===== src/rtl/mod5_pkg.sv =====
// mod5_pkg: types, constants and residue arithmetic for the mod-5 checked
// bit-stream link. Shared by the transmitter and the receive-side checker.
//   state_t          transmitter FSM states
//   CHK_W            width of the check field appended to every frame
//   mod5_step(r, b)  next residue after shifting bit b into a number with residue r
//   mod5_check(r)    check digit c such that (8*value + c) mod 5 == 0

package mod5_pkg;

    typedef enum logic [1:0] {
        IDLE,
        DATA,
        CHECK
    } state_t;

    localparam int CHK_W = 3;

    // r' = (2r + b) mod 5, written as a table so it maps to a few LUTs.
    function automatic logic [2:0] mod5_step(input logic [2:0] r, input logic b);
        logic [2:0] n;
        // NOTE: every path assigns n (default arm included) so no latch is implied.
        case (r)
            3'd0:    n = b ? 3'd1 : 3'd0;
            3'd1:    n = b ? 3'd3 : 3'd2;
            3'd2:    n = b ? 3'd0 : 3'd4;
            3'd3:    n = b ? 3'd2 : 3'd1;
            3'd4:    n = b ? 3'd4 : 3'd3;
            default: n = 3'd0;
        endcase
        return n;
    endfunction

    // Appending CHK_W bits multiplies the payload by 8 == 3 (mod 5), so the
    // check digit is c = (5 - 3r mod 5) mod 5.
    function automatic logic [2:0] mod5_check(input logic [2:0] r);
        logic [2:0] c;
        case (r)
            3'd0:    c = 3'd0;
            3'd1:    c = 3'd2;
            3'd2:    c = 3'd4;
            3'd3:    c = 3'd1;
            3'd4:    c = 3'd3;
            default: c = 3'd0;
        endcase
        return c;
    endfunction

endpackage


===== src/rtl/mod5_residue.sv =====
// mod5_residue: running mod-5 residue of a bit stream read MSB-first.
//   clk   rising-edge clock
//   rstn  asynchronous active-low reset (residue -> 0)
//   clr   synchronous clear, has priority over en
//   en    shift bit b into the residue this cycle
//   b     stream bit
//   r     current residue, 0..4

module mod5_residue
    import mod5_pkg::*;
(
    input  logic       clk,
    input  logic       rstn,
    input  logic       clr,
    input  logic       en,
    input  logic       b,
    output logic [2:0] r
);

    // NOTE: asynchronous active-low reset: rstn sits in the sensitivity list.
    always_ff @(posedge clk or negedge rstn) begin
        if (!rstn) begin
            r <= 3'd0;
        end else if (clr) begin
            r <= 3'd0;
        end else if (en) begin
            // NOTE: sequential state always uses non-blocking assignment.
            r <= mod5_step(r, b);
        end
    end

endmodule


===== src/rtl/mod5_serial_tx.sv =====
// mod5_serial_tx: accepts a DATA_W-bit payload, shifts it out MSB-first and
// appends a CHK_W-bit check field making the whole frame divisible by 5.
//   clk         rising-edge clock
//   rstn        asynchronous active-low reset
//   in_valid    payload on in_data is valid
//   in_data     payload word
//   in_ready    block accepts a payload this cycle (decoded, not registered)
//   err_inj     sampled at accept; flips the LSB of that frame's check field
//   dout        serial data bit
//   dout_valid  dout carries a frame bit
//   sof         first payload bit is on dout
//   eof         last check bit is on dout

module mod5_serial_tx
    import mod5_pkg::*;
#(
    parameter int DATA_W = 8
) (
    input  logic              clk,
    input  logic              rstn,
    input  logic              in_valid,
    input  logic [DATA_W-1:0] in_data,
    output logic              in_ready,
    input  logic              err_inj,
    output logic              dout,
    output logic              dout_valid,
    output logic              sof,
    output logic              eof
);

    localparam int CNT_W = $clog2((DATA_W > CHK_W) ? DATA_W : CHK_W);
    localparam logic [CNT_W-1:0] LAST_DATA = CNT_W'(DATA_W - 1);
    localparam logic [CNT_W-1:0] LAST_CHK  = CNT_W'(CHK_W - 1);
    localparam logic [CNT_W-1:0] PEN_CHK   = CNT_W'(CHK_W - 2);

    state_t             state;
    logic [CNT_W-1:0]   cnt;
    logic [DATA_W-1:0]  sreg;
    logic [CHK_W-1:0]   chk_sh;
    logic               err_q;
    logic [2:0]         res;
    logic [CHK_W-1:0]   chk_next;
    logic               last_chk;
    logic               accept;

    assign last_chk = (state == CHECK) && (cnt == LAST_CHK);
    assign in_ready = (state == IDLE) || last_chk;
    assign accept   = in_valid && in_ready;

    // The residue register lags dout by one bit, so the final residue is
    // formed here by folding in the payload bit currently on dout.
    assign chk_next = mod5_check(mod5_step(res, dout)) ^ {{(CHK_W-1){1'b0}}, err_q};

    mod5_residue u_residue (
        .clk  (clk),
        .rstn (rstn),
        .clr  (accept),
        .en   (state == DATA),
        .b    (dout),
        .r    (res)
    );

    always_ff @(posedge clk or negedge rstn) begin
        if (!rstn) begin
            state      <= IDLE;
            cnt        <= '0;
            sreg       <= '0;
            chk_sh     <= '0;
            err_q      <= 1'b0;
            dout       <= 1'b0;
            dout_valid <= 1'b0;
            sof        <= 1'b0;
            eof        <= 1'b0;
        end else begin
            sof <= 1'b0;
            eof <= 1'b0;
            if (accept) begin
                // Accept in IDLE or back-to-back at the last check bit.
                state      <= DATA;
                cnt        <= '0;
                dout       <= in_data[DATA_W-1];
                sreg       <= in_data << 1;
                err_q      <= err_inj;
                dout_valid <= 1'b1;
                sof        <= 1'b1;
            end else begin
                case (state)
                    IDLE: begin
                        dout       <= 1'b0;
                        dout_valid <= 1'b0;
                    end
                    DATA: begin
                        if (cnt == LAST_DATA) begin
                            state  <= CHECK;
                            cnt    <= '0;
                            dout   <= chk_next[CHK_W-1];
                            chk_sh <= chk_next << 1;
                        end else begin
                            cnt  <= cnt + 1'b1;
                            dout <= sreg[DATA_W-1];
                            sreg <= sreg << 1;
                        end
                    end
                    CHECK: begin
                        if (cnt == LAST_CHK) begin
                            state      <= IDLE;
                            cnt        <= '0;
                            dout       <= 1'b0;
                            dout_valid <= 1'b0;
                        end else begin
                            cnt    <= cnt + 1'b1;
                            dout   <= chk_sh[CHK_W-1];
                            chk_sh <= chk_sh << 1;
                            eof    <= (cnt == PEN_CHK);
                        end
                    end
                    default: begin
                        state      <= IDLE;
                        cnt        <= '0;
                        dout       <= 1'b0;
                        dout_valid <= 1'b0;
                    end
                endcase
            end
        end
    end

endmodule


===== config.mk =====
export PLATFORM = sky130hd
export DESIGN_NAME = mod5_serial_tx
export DESIGN_NICKNAME = d
export VERILOG_FILES = /design/src/rtl/mod5_pkg.sv /design/src/rtl/mod5_residue.sv /design/src/rtl/mod5_serial_tx.sv
export SDC_FILE = /design/constraint.sdc
export NUM_CORES = 1
export LEC_CHECK = 0
export BUFFER_PORTS_ARGS = -buffer_cell sky130_fd_sc_hd__buf_4
export CAP_MARGIN = 10
export CORE_ASPECT_RATIO = 2
export CORE_MARGIN = 2
export CORE_UTILIZATION = 40
export DETAILED_ROUTE_END_ITERATION = 12
export PLACE_DENSITY = 0.57
export SYNTH_ARGS = -nofsm -noshare
export SYNTH_HDL_FRONTEND = slang
export SYNTH_SLANG_ARGS = --single-unit

===== constraint.sdc =====
create_clock -name clk -period 5 [get_ports clk]
set_clock_uncertainty 0.1 [all_clocks]
set_input_delay 0.25 -clock clk [delete_from_list [all_inputs] [get_ports clk]]
set_output_delay 0.25 -clock clk [all_outputs]
set_load 0.005 [all_outputs]

Word-level counts from Yosys, hierarchy flattened

Cells that the tools add are included.

Add/subtract/negate cells: 1
Equal/unequal tests: 20
Muxes and demuxes: 34
Bitwise operators: 2
Reductions and logical operators: 11

Operators with widths:

| kind                  | number |
|---|---|
| $mux W3               | 9 |
| $mux W8               | 3 |
| $eq A3 B2 Y1 const B  | 5 |
| $pmux W3 S5           | 1 |
| $pmux W3 S4           | 1 |
| $mux W1               | 11 |
| $ne A2 B2 Y1 const B  | 5 |
| $eq A3 B1 Y1 const B  | 3 |
| $eq A3 B3 Y1 const B  | 3 |
| $pmux W3 S3           | 1 |
| $mux W2               | 4 |
| $pmux W2 S3           | 1 |
| $pmux W3 S2           | 1 |
| $pmux W1 S2           | 2 |
| $reduce_and A2 Y1     | 2 |
| $reduce_and A4 Y1     | 1 |
| $reduce_bool A2 Y1    | 2 |
| $add A3 B1 Y3 const B | 1 |
| $logic_not A3 Y1      | 1 |
| $ne A3 B2 Y1 const B  | 1 |
| $ne A3 B3 Y1 const B  | 1 |
| $reduce_and A3 Y1     | 1 |
| $xor A3 B1 Y3         | 1 |
| $eq A2 B1 Y1 const B  | 1 |
| 5 further kinds       | 6 |

Register bits after elaboration: 24
Bits of input ports: 12

Logic depth before layout (Yosys ltp)

Gate-level depths: netlist (run 1).

Word-level depth: 8
Gate-level depth with buffers: 8

Cells and area by module

Synthesis (run 1) repeated with hierarchy kept, for this count alone.

Cells, all modules: 128
Area total of the unflattened synthesis: 1277.5 µm²

Modules (own cells, without submodules):

| module         | times used | cells an instance | area each (µm²) |
|---|---|---|---|
| mod5_serial_tx | 1          | 109               | 1097.3 |
| mod5_residue   | 1          | 19                | 180.2 |

Worst setup path before layout (run 1)

No wires, ideal clock.

Path kind: flip-flop to flip-flop
From: reg cnt[0]
To: reg chk_sh[2]
Data arrival time: 1521 ps
Data required time: 4775 ps
Slack: 3254 ps
Stages on the path, launching flop included: 8
Cell sequence: dfrtp_1 > inv_1 > ha_1 > and3b_4 > o21ai_4 > buf_6 > nand4b_4 > mux2_4

Word-level cells in the longest chain between the ends: 6
Elaborated cells between the ends (all ways): 9

RTL lines:

| element                       | line                                        | source |
|---|---|---|
| start, declared               | mod5_serial_tx.sv:37                        | `logic [CNT_W-1:0] cnt;` |
| start signal, assigned        | mod5_serial_tx.sv:99                        | `cnt <= cnt + 1'b1;` |
| start signal, assigned        | mod5_serial_tx.sv:111                       | `cnt <= cnt + 1'b1;` |
| $eq A3 B2 Y1                  | mod5_serial_tx.sv:46, mod5_serial_tx.sv:105 |  |
| $logic_and A1 B1 Y1           | mod5_serial_tx.sv:46                        | `assign last_chk = (state == CHECK) && (cnt == LAST_CHK);` |
| $logic_or A1 B1 Y1            | mod5_serial_tx.sv:47                        | `assign in_ready = (state == IDLE) \|\| last_chk;` |
| $logic_and A1 B1 Y1           | mod5_serial_tx.sv:48                        | `assign accept = in_valid && in_ready;` |
| $not A1 Y1 (no line)          | n/a                                         |  |
| $reduce_and A4 Y1 (no line) * | n/a                                         |  |
| end signal, assigned          | mod5_serial_tx.sv:97                        | `chk_sh <= chk_next << 1;` |
| end signal, assigned          | mod5_serial_tx.sv:113                       | `chk_sh <= chk_sh << 1;` |
| end, declared                 | mod5_serial_tx.sv:39                        | `logic [CHK_W-1:0] chk_sh;` |

Every way passes the cells marked *; elsewhere a longest branch is shown, timed or not.
A chain may end at the register's enable or synchronous reset.

Worst setup path after layout (run 1)

From: reg state[0]
To: reg chk_sh[1]

Word-level cells in the longest chain between the ends: 6
Elaborated cells between the ends (all ways): 12

RTL lines:

| element                       | line                 | source |
|---|---|---|
| start, declared               | mod5_serial_tx.sv:36 | `state_t state;` |
| start signal, assigned        | mod5_serial_tx.sv:65 | `state <= IDLE;` |
| start signal, assigned        | mod5_serial_tx.sv:79 | `state <= DATA;` |
| start signal, assigned        | mod5_serial_tx.sv:94 | `state <= CHECK;` |
| $eq A2 B2 Y1                  | mod5_serial_tx.sv:46 |  |
| $logic_and A1 B1 Y1           | mod5_serial_tx.sv:46 |  |
| $logic_or A1 B1 Y1 *          | mod5_serial_tx.sv:47 |  |
| $logic_and A1 B1 Y1 *         | mod5_serial_tx.sv:48 |  |
| named net accept              | mod5_serial_tx.sv:44 | `logic accept;` |
| $not A1 Y1 (no line) *        | n/a                  |  |
| $reduce_and A4 Y1 (no line) * | n/a                  |  |

Mark *: on every way through the listed nets, which the timed path passes. The rest lies on a longest branch.

==> metrics.csv, run 1 <==
metric;value;unit
status;finished, final reports clean;
grt_pass1_wl;4570;um
vdd_drop_max;271;uV
drtIter0Drc;20;
synth_common_cells;26 x nand2_1, 22 x dfrtp_1, 11 x nor2_1;
worstSkewPairLatency;0.27;ns
wl_per_cell;15.1;um
crit_type;register to register;
cp-start-kind;register;
dp_hpwl;1990;um
synth_area;1250;um^2
vias_per_cell;5.53;
numCtsBuffers;3;
dr.pass1.iters;4;
power-per-cell-area;625;nW/um^2
clkSinkCount;22;
endpoint_kind;register;
die_area;3620;um^2
io_pins;17;
start_util;42.1;%
min_period;2.13;ns
fin_crit_sh;42.6;%
hold_violations;0;
worstPathRequired;5.11;ns
post-place-ws;2.89;ns
relSlewSlack;66.0;%
ys_types;37;
antenna_found_initial;0;
fin_tns_setup;0;ns
nNetsFinal;169;
dieWidth;43.6;um
synth_top_area_share;43.9;%
yosysWarningCount;0;
cts-hold-fix-buffers;1;
rsz0062_at_grt;false;
synth_top_area_cell;dfrtp_1;
cts_tree;built;
seq_area_frac_synth;43.9;%
vias;990;
routed_wl;2710;um
cp.arrival;2.24;ns
power_leakage;0.683;nW
setup_viol;0;
syn_nets;153;
drive_gt1_share;19.5;%
io_buffers;16;
ys.flop_type;dfrtp_1;
tightest_slew;0.508;ns
clockBufferDepth;2;
grt_pass1_vias;1021;
fillers;274;
crit_fanout;20;
dp.cells;174;
drv_slew;0;
rows;28;
overflow;0;
routabilityCongestion;0.771;
cp-startpoint;state[0];
grt_max_degree;23;
r2r_start;state[0];
async_flop_share;100;%
cts_resized;0;
cts_setup_buffers;0;
ys_ff_latch;22;
cts-root-buf;clkbuf_8;
hold_class;primary input to register;
route.detailed.drc;0;
htreeDepth;1;
diodes;0;
track_usage;16.2;%
finalWorstSetupSlack;2.87;ns
yosys-top-cells-area;dfrtp_1 44%, nand2_1 7.8%, ha_1 7.0%;
synth.most_common_cell;nand2_1;
hp-start;err_inj;
ant_nets;0;
syn_inst;134;
core;2980;um^2
fp.dieH;83.2;um
finalPower;0.911;mW
synth_edf_count;0;
maxCapViolCount;0;
instances_no_fill;179;
hold_ws;0.0664;ns
clk_pin_slew;0.08;ns
avgSynthCellArea;9.36;um^2
max_clock_freq;469;MHz
synthToLayoutAreaGrowth;16.2;%
registers in the layout, indices dropped and copies added, names as in the netlist:
register	count
sreg	7
cnt	3
u_residue.r	3
chk_sh	2
state	2
dout	1
dout_valid	1
eof	1
err_q	1
sof	1
worst max-delay path: stages, from the launching register on:
cell and delay, ns:
dfrtp_1 0.36, inv_1 0.07, ha_1 0.28, and3b_4 0.23, o21ai_4 0.42, inv_2 0.19, nor3_1 0.24, a22o_1 0.17
worst paths after layout:
check,endpoint,slack [ns],cells after the start
min,err_q,0.07,3
max reg2reg,chk_sh[1],2.87,7
min reg2reg,sreg[1],0.41,2
max,chk_sh[1],2.87,7
min in group asynchronous,u_residue.r[1],0.31,2
max in group asynchronous,u_residue.r[2],4.26,2
layer usage:
| layer | GRT usage (%) | vias up | wire length (um) |
|---|---|---|---|
| met1 | 18.2 | 466 | 1130 |
| met5 | 0 | - | 0 |
| li1 | - | 495 | - |
| met2 | 29.3 | 24 | 1440 |
| met4 | 5.79 | 0 | 38 |
| met3 | 2.17 | 5 | 95 |
layout by cell type (no fill, tap or decap), drive strengths merged, types with 6 or more instances in the layout:
| cell type | n |
|---|---|
| nand2 | 26 |
| nor2 | 12 |
| dfrtp | 22 |
| o21ai | 12 |
| buf | 16 |
| a31oi | 6 |
| inv | 7 |
| ha | 7 |
cell families (layout without fill, tap and decap cells):
kind of cell / count (synthesis) / in the layout / share of synthesized area (%)
xor gates and xnor gates: 2 / 2 / 1.40
muxes: 3 / 3 / 2.99
buffers and inverters: 13 / 28 / 4.99
adders and majority gates: 7 / 7 / 6.99
AOI/OAI and AO/OA: 31 / 31 / 16.5
and+or+nand+nor: 56 / 56 / 23.3
DFF: 22 / 22 / 43.9
per-stage QoR:
step | cell area, um^2 | utilization [%]
after CTS | 1460 | 48.9
after global placement | 1380 | 46.2
after floorplan | 1250 | -
after global routing | 1460 | 48.9
final | 1460 | 48.9
after detailed placement | 1380 | 46.2
cell type report:
class / count / area [um^2] / share of cell area [%]
multi-input cells: 99 / 641 / 44.0
clock buffers: 3 / 41.3 / 2.84
repair buffers: 17 / 130 / 8.93
clock inverters: 1 / 30.0 / 2.06
inverters: 7 / 26.3 / 1.80
well taps: 30 / 37.5 / 2.58
flip-flops and latches: 22 / 551 / 37.8
power by group:
part,internal (mW),total [mW],switching [mW]
clock,0.107,0.168,0.0607
combinational,0.194,0.430,0.236
sequential,0.251,0.313,0.0613
total,0.553,0.911,0.358
(Power assumes the default switching activity.)
==> inputs of run 2 (changes only) <==
==> constraint.sdc (replaced) <==
create_clock -name clk -period 2 [get_ports clk]
set_clock_uncertainty 0.1 [all_clocks]
set_input_delay 0.1 -clock clk [delete_from_list [all_inputs] [get_ports clk]]
set_output_delay 0.1 -clock clk [all_outputs]
set_load 0.005 [all_outputs]
==> metrics.csv, run 2 (synthesis gave the netlist of run 1 again) <==
metric;value;unit;change
grt_pass1_wl;4950;um;was 4570 um
synthToLayoutAreaGrowth;22.5;%;was 16.2%
crit_type;register to output pin;;was register to register
track_usage;17.8;%;was 16.2%
fp.dieH;83.2;um;unchanged
maxCapViolCount;0;;unchanged
fin_tns_setup;0;ns;unchanged
top_regs;sreg (7), cnt (3), u_residue.r (3);;unchanged
endpoint_kind;output pin;;was register
dieWidth;43.6;um;unchanged
drv_slew;0;;unchanged
cp.arrival;1.59;ns;was 2.24 ns
worstSkewPairLatency;0.27;ns;about the same
largest_reg_flops;7;;unchanged
fillers;288;;was 274
power_leakage;0.725;nW;was 0.683 nW
antenna_found_initial;0;;unchanged
top_register;sreg;;unchanged
die_area;3620;um^2;unchanged
rows;28;;unchanged
start_util;42.1;%;unchanged
dp_hpwl;2110;um;was 1990 um
route.detailed.drc;0;;unchanged
tightest_slew;0.363;ns;was 0.508 ns
routabilityCongestion;0.836;;was 0.771
power-per-cell-area;1480;nW/um^2;was 625 nW/um^2
fin_util;51.6;%;was 48.9%
hold_violations;0;;unchanged
grt_pass1_vias;1073;;was 1021
cts_tree;built;;unchanged
hold_class;primary input to register;;unchanged
drtIter0Drc;19;;was 20
clkSinkCount;22;;unchanged
ant_nets;0;;unchanged
io_pins;17;;unchanged
dr.pass1.iters;4;;unchanged
core;2980;um^2;unchanged
multiInputGateArea;641;um^2;unchanged
final_common_cell;nand2_1;;unchanged
cp-start-kind;register;;unchanged
numCtsBuffers;3;;unchanged
setup_viol;0;;unchanged
relSlewSlack;75.5;%;was 66.0%
layout_common_cells;26 x nand2_1, 22 x dfrtp_1, 22 x buf_4;;was 26 x nand2_1, 22 x dfrtp_1, 16 x buf_4
drive_gt1_share;21.9;%;was 19.5%
cts-root-buf;clkbuf_8;;unchanged
fin_crit_sh;89.6;%;
clockBufferDepth;2;;unchanged
overflow;0;;unchanged
htreeDepth;1;;unchanged
vias;1013;;was 990
regArea;551;um^2;unchanged
grt_max_degree;23;;unchanged
routed_wl;2790;um;was 2710 um
clk_pin_slew;0.08;ns;about the same
vdd_drop_max;630;uV;was 271 uV
status;finished, final reports clean;;unchanged
nNetsFinal;180;;was 169
cts_setup_buffers;0;;unchanged
max_clock_freq;558;MHz;
crit_fanout;5;;was 20
hold_ws;0.0105;ns;was 0.0664 ns
rsz0062_at_grt;false;;unchanged
wl_per_cell;14.7;um;was 15.1 um
worstPathRequired;1.80;ns;was 5.11 ns
min_period;1.79;ns;
diodes;0;;unchanged
rrSetupSlack;0.23;ns;was 2.87 ns
io_buffers;16;;unchanged
vias_per_cell;5.33;;was 5.53
==> run 2: power by group <==
group | internal [mW] | switching, mW | total, mW
registers | 0.628 | 0.154 | 0.782
logic | 0.560 | 0.605 | 1.17
clock network | 0.176 | 0.145 | 0.321
total | 1.36 | 0.904 | 2.27
==> run 2: cell type report <==
class / instances / share of cell area, %
inverter: 7 / 1.71
tap: 30 / 2.44
multi-input combinational: 99 / 41.7
timing repair buffer: 28 / 14.7
sequential: 22 / 35.9
clock buffer: 4 / 3.59
==> run 2: path summary, 6_finish.rpt <==
| kind | start | to | cells after the start |
|---|---|---|---|
| setup reg to reg | cnt[0] | state[1] | 7 |
| min in group asynchronous | rstn | cnt[2] | 2 |
| max in group asynchronous | rstn | sreg[5] | 2 |
| hold reg to reg | sreg[1] | sreg[1] | 2 |
| setup / recovery | cnt[0] | in_ready | 5 |
| hold / removal | in_data[1] | sreg[2] | 3 |
==> run 2: metrics by stage <==
step / area [um^2] / power [mW] / cells / worst slack (ns)
after CTS: 1540 / 2.30 / 190 / 0.194
after global placement: 1420 / 1.93 / 180 / 0.259
after global routing: 1540 / 2.50 / 190 / 0.0573
after detailed placement: 1420 / 1.95 / 180 / 0.203
final: 1540 / 2.27 / 190 / 0.208
after floorplan: 1250 / 1.60 / 134 / 0.254
==> run 2: worst max-delay path: stages (launching register included) <==
cell     delay (ns)
dfrtp_1        0.41
inv_1          0.06
ha_1           0.22
and3b_4        0.22
or2_2          0.27
buf_4          0.14
==> run 2: repair_timing <==
item | 4_1_cts | 5_1_grt
hold buffers | 6 | 0
hold endpoints to repair | 27 | 0
resized for setup | 0 | 0
==> run 2: routing by layer <==
metal / share of wire, % / global-route usage [%]
met4: 1.7 / 7.44
met3: 2.0 / 1.96
met5: 0 / 0
met2: 56 / 31.1
met1: 41 / 20.8
==> inputs of run 3 (changes only) <==
--- a/config.mk
+++ b/config.mk
@@ -14,4 +14,5 @@
 export PLACE_DENSITY = 0.57
 export SYNTH_ARGS = -nofsm -noshare
 export SYNTH_HDL_FRONTEND = slang
+export SYNTH_HIERARCHICAL = 1
 export SYNTH_SLANG_ARGS = --single-unit
==> metrics.csv, run 3 <==
metric;value;unit;change
drtIter0Drc;22;;was 19
grt_pass1_vias;1105;;was 1073
cts_resized;0;;unchanged
p_int;1.07;mW;was 1.36 mW
fin_crit_sh;92.0;%;was 89.6%
route.detailed.drc;0;;unchanged
synth.most_common_cell;dfrtp_1;;was nand2_1
start_util;40.9;%;was 42.1%
fp.dieH;83.9;um;was 83.2 um
hold_class;primary input to register;;unchanged
power_frac_clock;16.3;%;was 14.2%
finalWorstSetupSlack;0.160;ns;was 0.208 ns
timing.rr.end;cnt[0];;was state[1]
vias;1047;;was 1013
synth_common_cells;22 x dfrtp_1, 10 x inv_1, 10 x nor2_1, 10 x o21ai_0;;was 26 x nand2_1, 22 x dfrtp_1, 11 x nor2_1
synth_edf_count;0;;unchanged
wl_per_cell;15.0;um;was 14.7 um
io_pins;17;;unchanged
layout_common_cells;22 x dfrtp_1, 19 x buf_4, 10 x inv_1, 10 x nor2_1, 10 x o21ai_0;;was 26 x nand2_1, 22 x dfrtp_1, 22 x buf_4
synthToLayoutAreaGrowth;21.6;%;was 22.5%
final_common_cell;dfrtp_1;;was nand2_1
htreeDepth;1;;unchanged
avgSynthCellArea;9.98;um^2;was 9.36 um^2
cts_setup_buffers;0;;unchanged
hold_ws;-0.00276;ns;was 0.0105 ns
worstPathRequired;1.80;ns;about the same
synth_top_area_cell;dfrtp_1;;unchanged
vdd_drop_max;815;uV;was 630 uV
pwr-share-seq;43.1;%;was 34.5%
ant_nets;0;;unchanged
hold_violations;1;;was 0
grt_max_degree;23;;unchanged
r2r_start;state[0];;was cnt[0]
rrSetupSlack;0.18;ns;was 0.23 ns
rsz0062_at_grt;false;;unchanged
overflow;0;;unchanged
fin_tns_setup;0;ns;unchanged
yosysWarningCount;6;;was 0
largest_reg_flops;7;;unchanged
combPwrFrac;40.6;%;was 51.4%
diodes;0;;unchanged
hp-start;in_data[2];;was in_data[1]
synth_top_area_share;43.1;%;was 43.9%
max_clock_freq;543;MHz;was 558 MHz
status;finished, violations left;;was finished, final reports clean
min_path_cells;3;;unchanged
swShare;36.6;%;was 39.9%
clk_pin_slew;0.07;ns;was 0.08 ns
maxCapViolCount;0;;unchanged
rr_worst_depth;6;;was 7
cts-hold-fix-buffers;7;;was 6
relSlewSlack;75.6;%;was 75.5%
async_flop_share;100;%;unchanged
tightest_slew;0.367;ns;was 0.363 ns
violations;hold timing;;
routabilityCongestion;0.925;;was 0.836
drive_gt1_share;18.2;%;was 21.9%
dieWidth;44.0;um;was 43.6 um
drv_slew;0;;unchanged
grt_pass1_wl;4800;um;was 4950 um
power-per-cell-area;1080;nW/um^2;was 1480 nW/um^2
nNetsFinal;175;;was 180
dp.cells;175;;was 180
dr.pass1.iters;4;;unchanged
hold_path_end;sreg[3];;was sreg[2]
seq_area_frac_synth;43.1;%;was 43.9%
instances_no_fill;185;;was 190
cts-root-buf;clkbuf_8;;unchanged
top_regs;sreg (7), cnt (3), u_residue/r (3);;was sreg (7), cnt (3), u_residue.r (3)
worstSkewPairLatency;0.26;ns;was 0.27 ns
setup_viol;0;;unchanged
top_register;sreg;;unchanged
clkSinkCount;22;;unchanged
dp_hpwl;2080;um;was 2110 um
syn_inst;128;;was 134
routed_wl;2770;um;was 2790 um
numCtsBuffers;3;;unchanged
antenna_found_initial;0;;unchanged
fin_util;49.8;%;was 51.6%
cp-start-kind;register;;unchanged
cts_tree;built;;unchanged
vias_per_cell;5.66;;was 5.33
core;3120;um^2;was 2980 um^2
ys_ff_latch;22;;unchanged
track_usage;16.8;%;was 17.8%
die_area;3690;um^2;was 3620 um^2
ys.flop_type;dfrtp_1;;unchanged
synth_area;1280;um^2;was 1250 um^2
finalPower;1.68;mW;was 2.27 mW
ys_types;41;;was 37
crit_type;register to output pin;;unchanged
min_period;1.84;ns;was 1.79 ns
crit_fanout;5;;unchanged
post-place-ws;0.201;ns;was 0.203 ns
clockBufferDepth;2;;unchanged
power_leakage;0.699;nW;was 0.725 nW
yosys-top-cells-area;dfrtp_1 43%, ha_1 6.9%, mux2i_1 5.5%;;was dfrtp_1 44%, nand2_1 7.8%, ha_1 7.0%
syn_nets;147;;was 153
rows;29;;was 28
p_switching;0.616;mW;was 0.904 mW
endpoint_kind;output pin;;unchanged
io_buffers;16;;unchanged
cp.arrival;1.64;ns;was 1.59 ns
## run 3: power by group through the flow
stage	Sequential [mW]	Combinational [mW]	Clock, mW
2_1_floorplan	0.691	0.498	0
3_3_place_gp	0.723	0.667	0
3_5_place_dp	0.731	0.675	0
4_1_cts	0.724	0.690	0.281
5_1_grt	0.752	0.763	0.298
6_report	0.726	0.683	0.274
## run 3: routing by layer
metal | wire length, um | up-vias | GRT usage (%)
li1 | - | 513 | -
met1 | 1080 | 508 | 19.1
met2 | 1560 | 20 | 29.1
met3 | 67 | 6 | 1.95
met4 | 59 | 0 | 8.26
met5 | 0 | - | 0
## run 3: logic make-up after synthesis
family          Yosys count  share of synthesized area (%)
flops                    22                           43.1
xor+xnor                  2                           1.37
buf+inv                  14                           4.50
fa+ha+maj                 7                           6.86
compound gates           36                           19.6
simple gates             38                           17.3
mux                       9                           7.25
## run 3: worst max-delay path, cell delays in order (launching register included)
cell     delay, ns
dfrtp_1       0.38
inv_1         0.07
ha_1          0.26
and3b_1       0.25
or2_2         0.29
buf_4         0.14
## run 3: final cells by class
cell class	instances	area [um^2]
Inverter	11	41.3
Clock buffer	3	41.3
Sequential cell	22	551
Fill cell	309	1570
Multi-Input combinational cell	92	669
Tap cell	31	38.8
Timing Repair Buffer	26	213
## run 3: metrics by stage
step,hold slack [ns],instance area (um^2)
after global placement,-0.0894,1440
final,-0.00276,1550
after CTS,0.000296,1550
after global routing,0.0137,1550
after floorplan,-0.296,1280
after detailed placement,-0.0882,1440
## run 3: how the worst max path moves through the flow
stage	slack [ns]	endpoint	start
2_1_floorplan	0.31	cnt[0]	cnt[0]
3_3_place_gp	0.20	u_residue/r[0]	state[0]
3_5_place_dp	0.20	cnt[0]	cnt[0]
5_1_grt	0.07	in_ready	cnt[0]
6_report	0.16	in_ready	state[0]
4_1_cts	0.14	in_ready	cnt[0]
